### src/rtl/craps_game_ctrl_if.sv
// Roll request in, dice/point/result display values out.
// master = button/display side, slave = the game controller.
interface craps_game_ctrl_if;
    logic       roll;
    logic [3:0] dice1;
    logic [3:0] dice2;
    logic [3:0] point;
    logic       point_active;
    logic       win;
    logic       lose;

    modport master (
        output roll,
        input  dice1, dice2, point, point_active, win, lose
    );

    modport slave (
        input  roll,
        output dice1, dice2, point, point_active, win, lose
    );
endinterface

### src/rtl/craps_game_ctrl.sv
// Craps game controller: free-running dice counters sampled on a roll edge,
// come-out / point rules, result held until the next roll starts a new game.
module craps_game_ctrl #(
    parameter logic [3:0] DIE1_INIT = 4'd1,
    parameter logic [3:0] DIE2_INIT = 4'd1
) (
    input logic              clk,
    input logic              rst,
    craps_game_ctrl_if.slave bus
);
    typedef enum logic [1:0] {COMEOUT, POINT, WIN, LOSE} state_t;

    state_t     state_q, state_d;
    logic [3:0] cnt1_q, cnt1_d, cnt2_q, cnt2_d;
    logic [3:0] dice1_q, dice1_d, dice2_q, dice2_d, point_q, point_d;
    logic       pa_q, pa_d, win_q, win_d, lose_q, lose_d;
    logic       roll_q, roll_d;
    logic       roll_pulse;
    logic [3:0] sum;

    always_comb begin
        roll_d     = bus.roll;
        roll_pulse = bus.roll & ~roll_q;
        sum        = cnt1_q + cnt2_q;

        // die 2 advances only when die 1 wraps, so 36 clocks visit every pair
        cnt1_d = (cnt1_q == 4'd6) ? 4'd1 : cnt1_q + 4'd1;
        cnt2_d = cnt2_q;
        if (cnt1_q == 4'd6)
            cnt2_d = (cnt2_q == 4'd6) ? 4'd1 : cnt2_q + 4'd1;

        state_d = state_q;
        dice1_d = dice1_q;
        dice2_d = dice2_q;
        point_d = point_q;
        pa_d    = pa_q;
        win_d   = win_q;
        lose_d  = lose_q;

        if (roll_pulse) begin
            case (state_q)
                COMEOUT: begin
                    dice1_d = cnt1_q;
                    dice2_d = cnt2_q;
                    if (sum == 4'd7 || sum == 4'd11) begin
                        state_d = WIN;
                        win_d   = 1'b1;
                    end else if (sum == 4'd2 || sum == 4'd3 || sum == 4'd12) begin
                        state_d = LOSE;
                        lose_d  = 1'b1;
                    end else begin
                        state_d = POINT;
                        point_d = sum;
                        pa_d    = 1'b1;
                    end
                end
                POINT: begin
                    dice1_d = cnt1_q;
                    dice2_d = cnt2_q;
                    if (sum == point_q) begin
                        state_d = WIN;
                        win_d   = 1'b1;
                    end else if (sum == 4'd7) begin
                        state_d = LOSE;
                        lose_d  = 1'b1;
                    end
                end
                // point stays visible through the result; cleared only here
                WIN, LOSE: begin
                    state_d = COMEOUT;
                    dice1_d = 4'd0;
                    dice2_d = 4'd0;
                    point_d = 4'd0;
                    pa_d    = 1'b0;
                    win_d   = 1'b0;
                    lose_d  = 1'b0;
                end
                default: state_d = COMEOUT;
            endcase
        end
    end

    always_ff @(posedge clk) begin
        if (rst) begin
            state_q <= COMEOUT;
            cnt1_q  <= DIE1_INIT;
            cnt2_q  <= DIE2_INIT;
            dice1_q <= 4'd0;
            dice2_q <= 4'd0;
            point_q <= 4'd0;
            pa_q    <= 1'b0;
            win_q   <= 1'b0;
            lose_q  <= 1'b0;
            // a button held through reset must be released before it counts
            roll_q  <= 1'b1;
        end else begin
            state_q <= state_d;
            cnt1_q  <= cnt1_d;
            cnt2_q  <= cnt2_d;
            dice1_q <= dice1_d;
            dice2_q <= dice2_d;
            point_q <= point_d;
            pa_q    <= pa_d;
            win_q   <= win_d;
            lose_q  <= lose_d;
            roll_q  <= roll_d;
        end
    end

    assign bus.dice1        = dice1_q;
    assign bus.dice2        = dice2_q;
    assign bus.point        = point_q;
    assign bus.point_active = pa_q;
    assign bus.win          = win_q;
    assign bus.lose         = lose_q;
endmodule

### src/flat_wrapper.sv
// flat-port wrapper written by rule: the top's interface ports become plain ports
module craps_game_ctrl_flat 
#(
    parameter logic [3:0] DIE1_INIT = 4'd1,
    parameter logic [3:0] DIE2_INIT = 4'd1
)
  (clk, rst, bus_roll, bus_dice1, bus_dice2, bus_point, bus_point_active, bus_win, bus_lose);
  craps_game_ctrl_if bus_i ();
  input logic clk;
  input logic rst;
  input wire logic [$bits(bus_i.roll)-1:0] bus_roll;
  output wire logic [$bits(bus_i.dice1)-1:0] bus_dice1;
  output wire logic [$bits(bus_i.dice2)-1:0] bus_dice2;
  output wire logic [$bits(bus_i.point)-1:0] bus_point;
  output wire logic [$bits(bus_i.point_active)-1:0] bus_point_active;
  output wire logic [$bits(bus_i.win)-1:0] bus_win;
  output wire logic [$bits(bus_i.lose)-1:0] bus_lose;
  assign bus_i.roll = bus_roll;
  assign bus_dice1 = bus_i.dice1;
  assign bus_dice2 = bus_i.dice2;
  assign bus_point = bus_i.point;
  assign bus_point_active = bus_i.point_active;
  assign bus_win = bus_i.win;
  assign bus_lose = bus_i.lose;
  craps_game_ctrl #(.DIE1_INIT(DIE1_INIT), .DIE2_INIT(DIE2_INIT)) u_core (.clk(clk), .rst(rst), .bus(bus_i));
endmodule
### config.mk
export PLATFORM = sky130hd
export DESIGN_NAME = craps_game_ctrl_flat
export DESIGN_NICKNAME = d
export VERILOG_FILES = /design/src/rtl/craps_game_ctrl_if.sv /design/src/rtl/craps_game_ctrl.sv /design/src/flat_wrapper.sv
export SDC_FILE = /design/constraint.sdc
export NUM_CORES = 1
export LEC_CHECK = 0
export CORE_UTILIZATION = 60
export CTS_BUF_LIST = sky130_fd_sc_hd__clkbuf_4
export DETAILED_ROUTE_END_ITERATION = 7
export GPL_TIMING_DRIVEN = 0
export HOLD_SLACK_MARGIN = 0.12
export PLACE_DENSITY = 0.9
export SYNTH_ARGS = -nofsm -noshare
export SYNTH_HDL_FRONTEND = slang
export SYNTH_SLANG_ARGS = --single-unit
### constraint.sdc
create_clock -name clk -period 3.8 [get_ports clk]
set_input_delay 0.76 -clock clk [delete_from_list [all_inputs] [get_ports clk]]
set_output_delay 0.76 -clock clk [all_outputs]
set_load 0.05 [all_outputs]
### Word level (Yosys, flattened, before mapping)

Index checks and enable logic that the tools add are counted.

* register bits: 26
* input port bits: 3
* output and inout bits: 15

* $add $sub $neg: 3
* eq/ne operators: 19
* muxes and demuxes: 22
* bitwise gates (word level): 2
* reductions and logical operators: 12

Operator list (number)
* $pmux W4 S2: 3
* $eq A4 B3 Y1 const B: 3
* $mux W4: 3
* $add A4 B1 Y4 const B: 2
* $eq A4 B2 Y1 const B: 2
* $eq A4 B4 Y1 const B: 2
* $mux W1: 8
* $mux W2: 4
* $ne A2 B1 Y1 const B: 4
* $ne A2 B2 Y1 const B: 3
* $pmux W1 S3: 2
* $pmux W2 S3: 1
* $reduce_or A2 Y1: 3
* $reduce_and A5 Y1: 1
* $add A4 B4 Y4: 1
* $eq A2 B2 Y1 const B: 2
* $eq A4 B4 Y1: 1
* $reduce_and A4 Y1: 1
* $logic_or A1 B1 Y1: 3
* $ne A3 B1 Y1 const B: 1
* $reduce_and A3 Y1: 1
* $eq A2 B1 Y1 const B: 1
* $logic_not A2 Y1: 1
* $pmux W1 S2: 1
* 4 further kinds: 4

### Depth between registers and ports, before layout

* depth after elaboration: 7
* depth in mapped cells: 9
* mapped depth without buffers: 8

### Worst setup path after synthesis

OpenSTA, ideal clock, no wires.

* path type: register to register
* start point: register u_core.cnt2_q[0]
* end point: register u_core.point_q[2] (netlist: u_core.bus.point[2])
* data arrival time: 2255 ps
* required time: 3730 ps
* path slack: 1474 ps
* cell stages (with the launch flop): 9
* path buffers: 0
* clock period less this slack: 2326 ps
* path through: dfxtp_1 > ha_1 > fa_1 > xnor2_4 > xor2_1 > xnor2_1 > and2_1 > or4_1 > o2bb2ai_1

* longest elaborated chain between the ends: 6
* elaborated cells between the ends (all ways): 15
* those cells by class: add/sub (1); eq/ne (7); mux (3); reduce/logical (4)

Ends and longest elaborated chain
* start: declaration: line craps_game_ctrl.sv:14 `logic [3:0] cnt1_q, cnt1_d, cnt2_q, cnt2_d;`
* start signal: assignment: line craps_game_ctrl.sv:99 `cnt2_q <= cnt2_d;`
* $add A4 B4 Y4 (*): line craps_game_ctrl.sv:24 `sum = cnt1_q + cnt2_q;`
* $eq A4 B2 Y1: line craps_game_ctrl.sv:48 `end else if (sum == 4'd2 || sum == 4'd3 || sum == 4'd12) begin`
* $logic_or A1 B1 Y1 (2 in a row): line craps_game_ctrl.sv:48
* $ne A2 B2 Y1 (no line)
* $reduce_and A4 Y1 (no line)
* end signal: assignment: line craps_game_ctrl.sv:102 `point_q <= point_d;`
* end: declaration: line craps_game_ctrl.sv:15 `logic [3:0] dice1_q, dice1_d, dice2_q, dice2_d, point_q, point_d;`

Mark *: on every way between the ends. The rest lies on a longest branch, timed or not. The select of a mux whose other input is x is not followed.
A chain may end at the register's enable or synchronous reset.

### Worst setup path after layout

* start point: register u_core.cnt2_q[0]
* end point: register u_core.point_q[1] (netlist: u_core.bus.point[1])

The elaborated chain is that of the path after synthesis.

==> out/metrics.yaml <==
ios: 18
hold_viol_final: 0
drive_gt1_frac: 0.0667
rsz0062_at_grt: "no"
nets: 175
dpl.hpwl_um: 2240
clkTransAtPathRegs_ns: 0.15
p_leak_nw: 0.602
clock_latency_ns: 0.34
root_buffer: "clkbuf_4"
post-cts-setup-buffers: 0
dieWidth_um: 49.5
track_usage: 0.279
drt_iter0_drc: 40
reg2reg_depth: 8
drc: 0
grt_overflow: 0
status: "finished clean"
rrSetupSlack_ns: 1.17
synth_nets: 153
p_per_area_nw_per_um2: 440
grt_pass1_wl_um: 5150
start_kind: "register"
grt_pass1_vias: 1101
r2r_start: "u_core.cnt2_q[0]"
core_um2: 2040
fmax_mhz: 380
clock-skew-final_ns: 0.00286
clockBufferDepth: 2
finalSetupViolations: 0
hold_depth: 2
synthArstFlopShare: 0
ys_ff_latch: 26
h-tree-depth: 1
seqCellArea_um2: 520
ys_types: 43
yosysMostFrequentCell: "dfxtp_1"
cp-end-kind: "register"
power_uw: 708
fp-row-count: 16
cts_buffers: 3
synthToLayoutAreaGrowth_pct: 19.0
port-buffer-count: 17
fin_util: 0.788
ys_top_cells_by_count: "dfxtp_1 (26), a21oi_1 (14), nand2_1 (13)"
place_congestion: 0.898
cts_sinks: 26
max_slew_margin: 0.647
cp.required_ns: 4.09
vias: 1164
syn_area_um2: 1350
avgViaCountPerCell: 6.06
routed_wl_um: 3140
syn_avg_cell_area_um2: 9.39
yosys.area.top_type_share: 0.385
antenna_cells: 0
synthCells: 144
setup-tns-final_ns: 0
top_layer: "met4"
drv_slew: 0
yosys-top-cells-area: "dfxtp_1 (38%), a21oi_1 (5.2%), ha_1 (4.6%)"
nFillCells: 138
fp.dieArea_um2: 2450
max-cap-violations: 0
synth_edf_count: 0
cts_tree: "yes"
ant_nets: 0
cts.repair.resized: 0
setup_ws_ns: 1.17
drtPass1Iterations: 4
wl_met2_um: 1640
cp_data_arrival_time_ns: 2.93
synth_top_cell_by_area: "dfxtp_1"
hold_path.class: "register to register"
yosysSeqAreaShare: 0.385
holdPathEnd: "u_core.bus.dice1[2]"
start_util: 0.662
critPathKind: "register to register"
finalCritPeriodShare: 0.693
ys.flop_type: "dfxtp_1"
grt_max_degree: 16
ys_warn_count: 0
crit_path_max_fanout: 8
peakVddDrop_uv: 349
dp_worst_setup_slack_ns: 1.26
fin_crit_ns: 2.63
worstMarginPinSlew_ns: 0.528
holdBufCountCts: 0
worstHoldStart: "u_core.bus.dice1[2]"
antenna_found_initial: 0
multi_input_area_um2: 798
wl_met1_um: 1260
die_y_um: 49.5
wl_met3_um: 164
reg2reg_to: "u_core.bus.point[1]"
detail_route.wl_per_cell_um: 16.4
==> sequential cells by signal (all words and copies together) (netlist names) <==
signal,count
u_core.roll_q,1
u_core.bus.dice2,4
u_core.bus.point_active,1
u_core.cnt1_q,4
u_core.bus.lose,1
u_core.bus.dice1,4
u_core.cnt2_q,4
u_core.state_q,2
u_core.bus.point,4
u_core.bus.win,1
==> layout by cell type, fill, tap and decap left out, types with 5 or more instances in the layout <==
cell type        instances
a21oi_1                 14
dfxtp_1                 26
nor2_1                  10
nor3_1                   8
ha_1                     5
xnor2_1                  5
nand3b_1                 7
clkdlybuf4s50_1         17
nand2_1                 13
clkbuf_1                 8
==> worst max path at each step <==
stage                     startpoint             endpoint  slack [ns]  depth (start not counted)
floorplan           u_core.cnt2_q[0]  u_core.bus.point[2]        1.47                          8
global placement    u_core.cnt2_q[0]  u_core.bus.point[0]        1.33                          8
detailed placement  u_core.cnt2_q[0]  u_core.bus.point[1]        1.26                          8
CTS                 u_core.cnt2_q[0]  u_core.bus.point[1]        1.17                          8
global route        u_core.cnt2_q[0]  u_core.bus.point[1]        0.99                          8
finish              u_core.cnt2_q[0]  u_core.bus.point[1]        1.17                          8
==> cells by family (layout without fill, tap and decap cells) <==
group / Yosys count / count (layout) / share of synthesized area
flip-flops: 26 / 26 / 0.385
adder cells (fa/ha/maj): 6 / 6 / 0.0611
XOR/XNOR: 12 / 12 / 0.121
multiplexers: 2 / 2 / 0.0148
AO/OA/AOI/OAI: 33 / 33 / 0.170
AND/OR/NAND/NOR: 56 / 56 / 0.223
buffers and inverters: 9 / 30 / 0.0250
==> where the power goes <==
part / switching, mW / leakage, nW / internal, mW
registers: 0.0172 / 0.211 / 0.289
logic: 0.123 / 0.363 / 0.0824
clock network: 0.0896 / 0.0279 / 0.107
==> worst max-delay path, cell delays in order, from the launching register on <==
cell,delay (ns)
dfxtp_1,0.41
ha_1,0.26
fa_1,0.49
clkbuf_1,0.29
nor3_1,0.12
nor3_1,0.16
mux2i_1,0.16
nor4_2,0.46
a22o_1,0.23
==> metal layers <==
metal  global-route usage  up-vias
li1                     -      558
met1                0.344      560
met2                0.505       37
met3               0.0216        9
met4                0.100        0
met5                    0        -
==> through the flow <==
stage	hold slack [ns]	cell area [µm²]	instances
2_1_floorplan	0.508	1350	144
3_3_place_gp	0.435	1560	188
3_5_place_dp	0.444	1560	188
4_1_cts	0.463	1610	192
5_1_grt	0.496	1610	192
6_report	0.462	1610	192
==> final cells by class <==
class / count / share of cell area
flip-flops and latches: 26 / 0.323
clock buffers: 3 / 0.0140
multi-input cells: 109 / 0.496
repair buffers: 17 / 0.106
plain buffers: 8 / 0.0187
clock inverters: 1 / 0.0187
well taps: 27 / 0.0210
inverters: 1 / 0.00233
Power figures use the tool's default switching activity.
